File: config.mk
export PLATFORM = sky130hd
export DESIGN_NAME = step_ctrl
export DESIGN_NICKNAME = d
export VERILOG_FILES = /design/src/rtl/step_ctrl_pkg.sv /design/src/rtl/btn_debounce.sv /design/src/rtl/step_ctrl.sv
export SDC_FILE = /design/constraint.sdc
export NUM_CORES = 1
export LEC_CHECK = 0
export CAP_MARGIN = 10
export CORE_AREA = 2 2 99 82
export DETAILED_ROUTE_END_ITERATION = 8
export DIE_AREA = 0 0 101 84
export GPL_TIMING_DRIVEN = 0
export PLACE_DENSITY = 0.57
export SYNTH_ARGS = -nofsm -noshare
export SYNTH_HDL_FRONTEND = slang
export SYNTH_SLANG_ARGS = --single-unit
File: constraint.sdc
create_clock -name clk -period 2.4 [get_ports clk]
set_input_delay 0.48 -clock clk [delete_from_list [all_inputs] [get_ports clk]]
set_output_delay 0.48 -clock clk [all_outputs]
set_load 0.02 [all_outputs]
File: src/rtl/step_ctrl_pkg.sv
// Shared types and reset constants for the LED rotator control front-end.
package step_ctrl_pkg;

  typedef enum logic [0:0] {
    ST_STOP = 1'b0,
    ST_RUN  = 1'b1
  } state_t;

  localparam logic EN_RST  = 1'b0;
  localparam logic DIR_RST = 1'b1;

  typedef logic [1:0] spd_t;

endpackage

File: src/rtl/btn_debounce.sv
// Button conditioner: 2-FF synchroniser, level debounce over DB_CYCLES, one-cycle press pulse.
module btn_debounce #(
  parameter int unsigned DB_CYCLES = 500000
) (
  input  logic clk,
  input  logic rst,
  input  logic btn,
  output logic stable,
  output logic press
);

  localparam int unsigned CW = (DB_CYCLES > 2) ? $clog2(DB_CYCLES) : 1;
  localparam logic [CW-1:0] DB_LAST = CW'(DB_CYCLES - 1);

  logic          sync1_q, sync1_d;
  logic          sync_q, sync_d;
  logic          stable_q, stable_d;
  logic          stable_dly_q, stable_dly_d;
  logic          press_q, press_d;
  logic [CW-1:0] db_cnt_q, db_cnt_d;

  always_comb begin
    sync1_d      = btn;
    sync_d       = sync1_q;
    stable_d     = stable_q;
    db_cnt_d     = '0;
    stable_dly_d = stable_q;
    // Pulse is taken from the registered level so it trails stable by one cycle.
    press_d      = stable_q & ~stable_dly_q;
    if (sync_q != stable_q) begin
      if (db_cnt_q == DB_LAST) begin
        stable_d = sync_q;
      end else begin
        db_cnt_d = db_cnt_q + CW'(1);
      end
    end
  end

  always_ff @(posedge clk) begin
    if (rst) begin
      sync1_q      <= 1'b0;
      sync_q       <= 1'b0;
      stable_q     <= 1'b0;
      stable_dly_q <= 1'b0;
      press_q      <= 1'b0;
      db_cnt_q     <= '0;
    end else begin
      sync1_q      <= sync1_d;
      sync_q       <= sync_d;
      stable_q     <= stable_d;
      stable_dly_q <= stable_dly_d;
      press_q      <= press_d;
      db_cnt_q     <= db_cnt_d;
    end
  end

  assign stable = stable_q;
  assign press  = press_q;

endmodule

File: src/rtl/step_ctrl.sv
// Rotator control: debounced en/dir toggles and a one-cycle step strobe every DIV cycles in RUN.
// Optional STEP_CTRL_SPEED_EN adds btn_spd/spd, dividing the step period by 2^spd.
module step_ctrl
  import step_ctrl_pkg::*;
#(
  parameter int unsigned DIV       = 33554432,
  parameter int unsigned DB_CYCLES = 500000
) (
  input  logic       clk,
  input  logic       rst,
  input  logic       btn_en,
  input  logic       btn_dir,
`ifdef STEP_CTRL_SPEED_EN
  input  logic       btn_spd,
  output logic [1:0] spd,
`endif
  output logic       en,
  output logic       dir,
  output logic       step
);

  localparam int unsigned CW = $clog2(DIV);

  state_t        state_q, state_d;
  logic          dir_q, dir_d;
  logic [CW-1:0] pre_cnt_q, pre_cnt_d;
  logic [CW-1:0] tc;
  logic          hit;
  logic          en_press, dir_press;
  logic          en_stable_unused, dir_stable_unused;

  btn_debounce #(.DB_CYCLES(DB_CYCLES)) u_en_db (
    .clk    (clk),
    .rst    (rst),
    .btn    (btn_en),
    .stable (en_stable_unused),
    .press  (en_press)
  );

  btn_debounce #(.DB_CYCLES(DB_CYCLES)) u_dir_db (
    .clk    (clk),
    .rst    (rst),
    .btn    (btn_dir),
    .stable (dir_stable_unused),
    .press  (dir_press)
  );

`ifdef STEP_CTRL_SPEED_EN
  spd_t spd_q, spd_d;
  logic spd_press, spd_stable_unused;

  btn_debounce #(.DB_CYCLES(DB_CYCLES)) u_spd_db (
    .clk    (clk),
    .rst    (rst),
    .btn    (btn_spd),
    .stable (spd_stable_unused),
    .press  (spd_press)
  );

  always_comb spd_d = spd_q + spd_t'(spd_press);

  always_ff @(posedge clk) begin
    if (rst) spd_q <= '0;
    else     spd_q <= spd_d;
  end

  assign tc  = CW'((DIV >> spd_q) - 1);
  assign spd = spd_q;
`else
  assign tc = CW'(DIV - 1);
`endif

  assign hit = (state_q == ST_RUN) && (pre_cnt_q == tc);

  always_comb begin
    state_d = state_q;
    if (en_press) state_d = (state_q == ST_RUN) ? ST_STOP : ST_RUN;
    dir_d = dir_q ^ dir_press;
    // Counter only moves while running; STOP parks it at zero for a clean restart.
    pre_cnt_d = '0;
    if ((state_q == ST_RUN) && !hit) pre_cnt_d = pre_cnt_q + CW'(1);
`ifdef STEP_CTRL_SPEED_EN
    if (spd_press) pre_cnt_d = '0;
`endif
  end

  always_ff @(posedge clk) begin
    if (rst) begin
      state_q   <= state_t'(EN_RST);
      dir_q     <= DIR_RST;
      pre_cnt_q <= '0;
    end else begin
      state_q   <= state_d;
      dir_q     <= dir_d;
      pre_cnt_q <= pre_cnt_d;
    end
  end

  assign en   = (state_q == ST_RUN);
  assign dir  = dir_q;
  assign step = hit;

endmodule

==> results.ini <==
[outcome]
status = finished clean

[placement]
dpl.cell_count = 469
hpwlAfterDp_mm = 4.25
gp_congestion = 0.767
pre_cts_ws_ns = -0.180
port_buffers = 6

[finish]
finish.utilization_pct = 48.5
fin_nets = 394
diodes = 0
syn2layout_area_growth_pct = 13.0
drive_gt1_share_pct = 9.97
final_cell_count_no_fill = 484
n_fill_cell = 721

[floorplanning]
die_y_um = 84
dieArea_um2 = 8480
start_util_pct = 42.9
core-area_um2 = 7620
die-width_um = 101
boundaryPins = 7
num_rows = 29

[worst_setup_path]
path_class = flip-flop to output port
worstPathRequired_ns = 1.92
cp-start-kind = flip-flop
path_max_fanout = 6
r2r_slack_ns = 0.29
worst_ep_arrival_time_ns = 1.87
worstSetupEndpointType = output port

[grt]
grt_pass1_wl_mm = 10.7
grt_usage_pct = 15.8
grt_max_degree = 13
grt_pass1_vias = 2359
grt_overflow = 0
antenna_found_initial = 0

[yosys]
synthesis.area_um2 = 3270
synthTopCellsByArea = dfxtp_1 (46%), xnor2_1 (6.7%), nor2_1 (5.5%), xor2_1 (4.6%), nand4_1 (3.3%)
async_reset_ff_share_pct = 0
yosysMostFrequentCell = dfxtp_1
synthTopCellsByCount = dfxtp_1 (75), nor2_1 (48), xnor2_1 (25)
synthDominantCellAreaShare_pct = 45.9
yosys_warnings = 0
synth_seq_cells = 75
synth_largest_area_cell = dfxtp_1
synth_nets = 377
postSynthCellCount = 370
ys.flop_type = dfxtp_1
synth-edff-count = 0
synth-seq-area-share_pct = 45.9
yosysUniqueCellTypes = 35
synth_area_per_cell_um2 = 8.84

[cts]
cts_root_buf = clkbuf_8
cts_tree = built
cts_buffer_depth = 2
clock_latency_ns = 0.35
numCtsBuffers = 9
clk_pin_slew_ns = 0.07
ctsHoldBuffers = 0
cts_setup_buffers = 0
htreeDepth = 3
clock_sinks = 75

[sta]
period_needed_ns = 2.35
rsz0062_at_grt = true
finalCritPeriodShare_pct = 98.0
tightest_slew_ns = 0.455
maxSlewHeadroom_pct = 69.7
fmax_mhz = 425
slew_violations = 0
finClkSkew_ns = 0.0103
setup_viol_count_final = 0
hold_violations = 0
fin_ws_ns = 0.0485

[flow_run]
cap_violations = 0

[drt]
viasPerCell = 5.28
wire_per_inst_um = 12.8
drt-initial-drc-count = 102
wl_mm = 6.17
drtPass1Iterations = 4
vias = 2556
ant_nets = 0
post-route-drc-count = 0

[power]
ir_drop_uv = 340
leakage_nw = 1.08
p_per_area_nw_per_um2 = 630
power.total_w = 0.00233

[hold_path]
hold_class = flip-flop to flip-flop

==> what timing repair did <==
item                       in CTS  in global routing
setup endpoints to repair       1                 11
pin swaps                       1                  0
resized for setup               8                  7
==> critical path: stages, from the launching register on <==
cell	delay [ns]
dfxtp_1	0.39
ha_4	0.18
nand2_2	0.10
or3_4	0.42
nor4_1	0.23
buf_2	0.21
==> through the flow <==
step                      instance area [µm²]  hold WS (ns)  TNS (ns)
after detailed placement                 3450         0.374    -0.180
after CTS                                3670         0.385         0
after global placement                   3450         0.372    -0.193
final                                    3690         0.382         0
after global routing                     3690         0.392   -0.0302
after floorplan                          3270         0.367         0
==> cell families (layout without fill, tap and decap cells) <==
family / after synthesis / after routing / share of synthesized area (%)
buf+inv: 22 / 43 / 2.75
compound gates: 44 / 44 / 8.11
simple gates: 184 / 184 / 30.8
fa+ha+maj: 3 / 3 / 1.15
flops: 75 / 75 / 45.9
xor+xnor: 42 / 42 / 11.2
==> cell type report <==
type                    instances  area (µm²)  area share, %
plain buffers                  10        45.0           1.22
clock buffers                  10         138           3.73
clock inverters                 5        77.6           2.10
inverters                      12        45.0           1.22
multi-input cells             273        1710           46.3
flip-flops and latches         75        1510           40.8
well taps                      93         116           3.15
repair buffers                  6        55.1           1.49
==> cells in the final DEF, fill, tap and decap left out, types with 2 or more instances in the layout <==
cell type / Yosys / layout
a21oi_1: 20 / 20
and2_1: 5 / 5
and3_1: 3 / 3
and4_1: 4 / 4
buf_2: 6 / 7
bufinv_16: 0 / 2
clkbuf_1: 4 / 4
clkbuf_8: 0 / 10
clkdlybuf4s50_1: 0 / 5
clkinv_2: 0 / 2
dfxtp_1: 75 / 71
dfxtp_2: 0 / 4
ha_1: 3 / 2
inv_1: 12 / 12
nand2_1: 21 / 20
nand2b_1: 3 / 3
nand3_1: 21 / 21
nand4_1: 17 / 17
nand4b_1: 2 / 2
nor2_1: 48 / 48
nor2b_1: 10 / 10
nor3_1: 5 / 5
nor4_1: 11 / 11
nor4bb_1: 2 / 2
o21ai_0: 9 / 9
o31ai_1: 11 / 11
or2_2: 2 / 2
or3_1: 11 / 10
or3_2: 2 / 2
or4_1: 12 / 12
xnor2_1: 25 / 25
xor2_1: 17 / 17
==> per-layer routing <==
layer	vias to the layer above	share of wire (%)	global-route usage, %
li1	1349	-	-
met1	1170	54	22.4
met2	33	42	22.5
met3	4	3.6	5.86
met4	0	0.65	4.18
met5	-	0	0
==> power by group <==
group,switching [W],leakage [nW],internal (W)
Combinational,0.0000119,0.362,0.00000950
Sequential,0.00000209,0.607,0.00125
Clock,0.000453,0.108,0.000604
==> state kept, by name, summed over array words and instances (netlist names) <==
register	count
u_dir_db.stable_dly_q	1
u_dir_db.sync1_q	1
pre_cnt_q	25
u_en_db.sync_q	1
u_dir_db.press	1
u_dir_db.db_cnt_q	19
u_en_db.press	1
u_dir_db.sync_q	1
u_en_db.db_cnt_q	19
dir	1
u_en_db.stable_dly_q	1
en	1
u_dir_db.stable	1
u_en_db.sync1_q	1
u_en_db.stable	1
==> final timing paths <==
kind / cells after the start / to / start
max: 5 / step / pre_cnt_q[1]
max reg2reg: 5 / u_en_db.db_cnt_q[6] / u_en_db.db_cnt_q[8]
min: 1 / u_dir_db.press / u_dir_db.stable_dly_q
min reg2reg: 1 / u_dir_db.press / u_dir_db.stable_dly_q
Note: power is estimated with default switching activity, not from simulation.
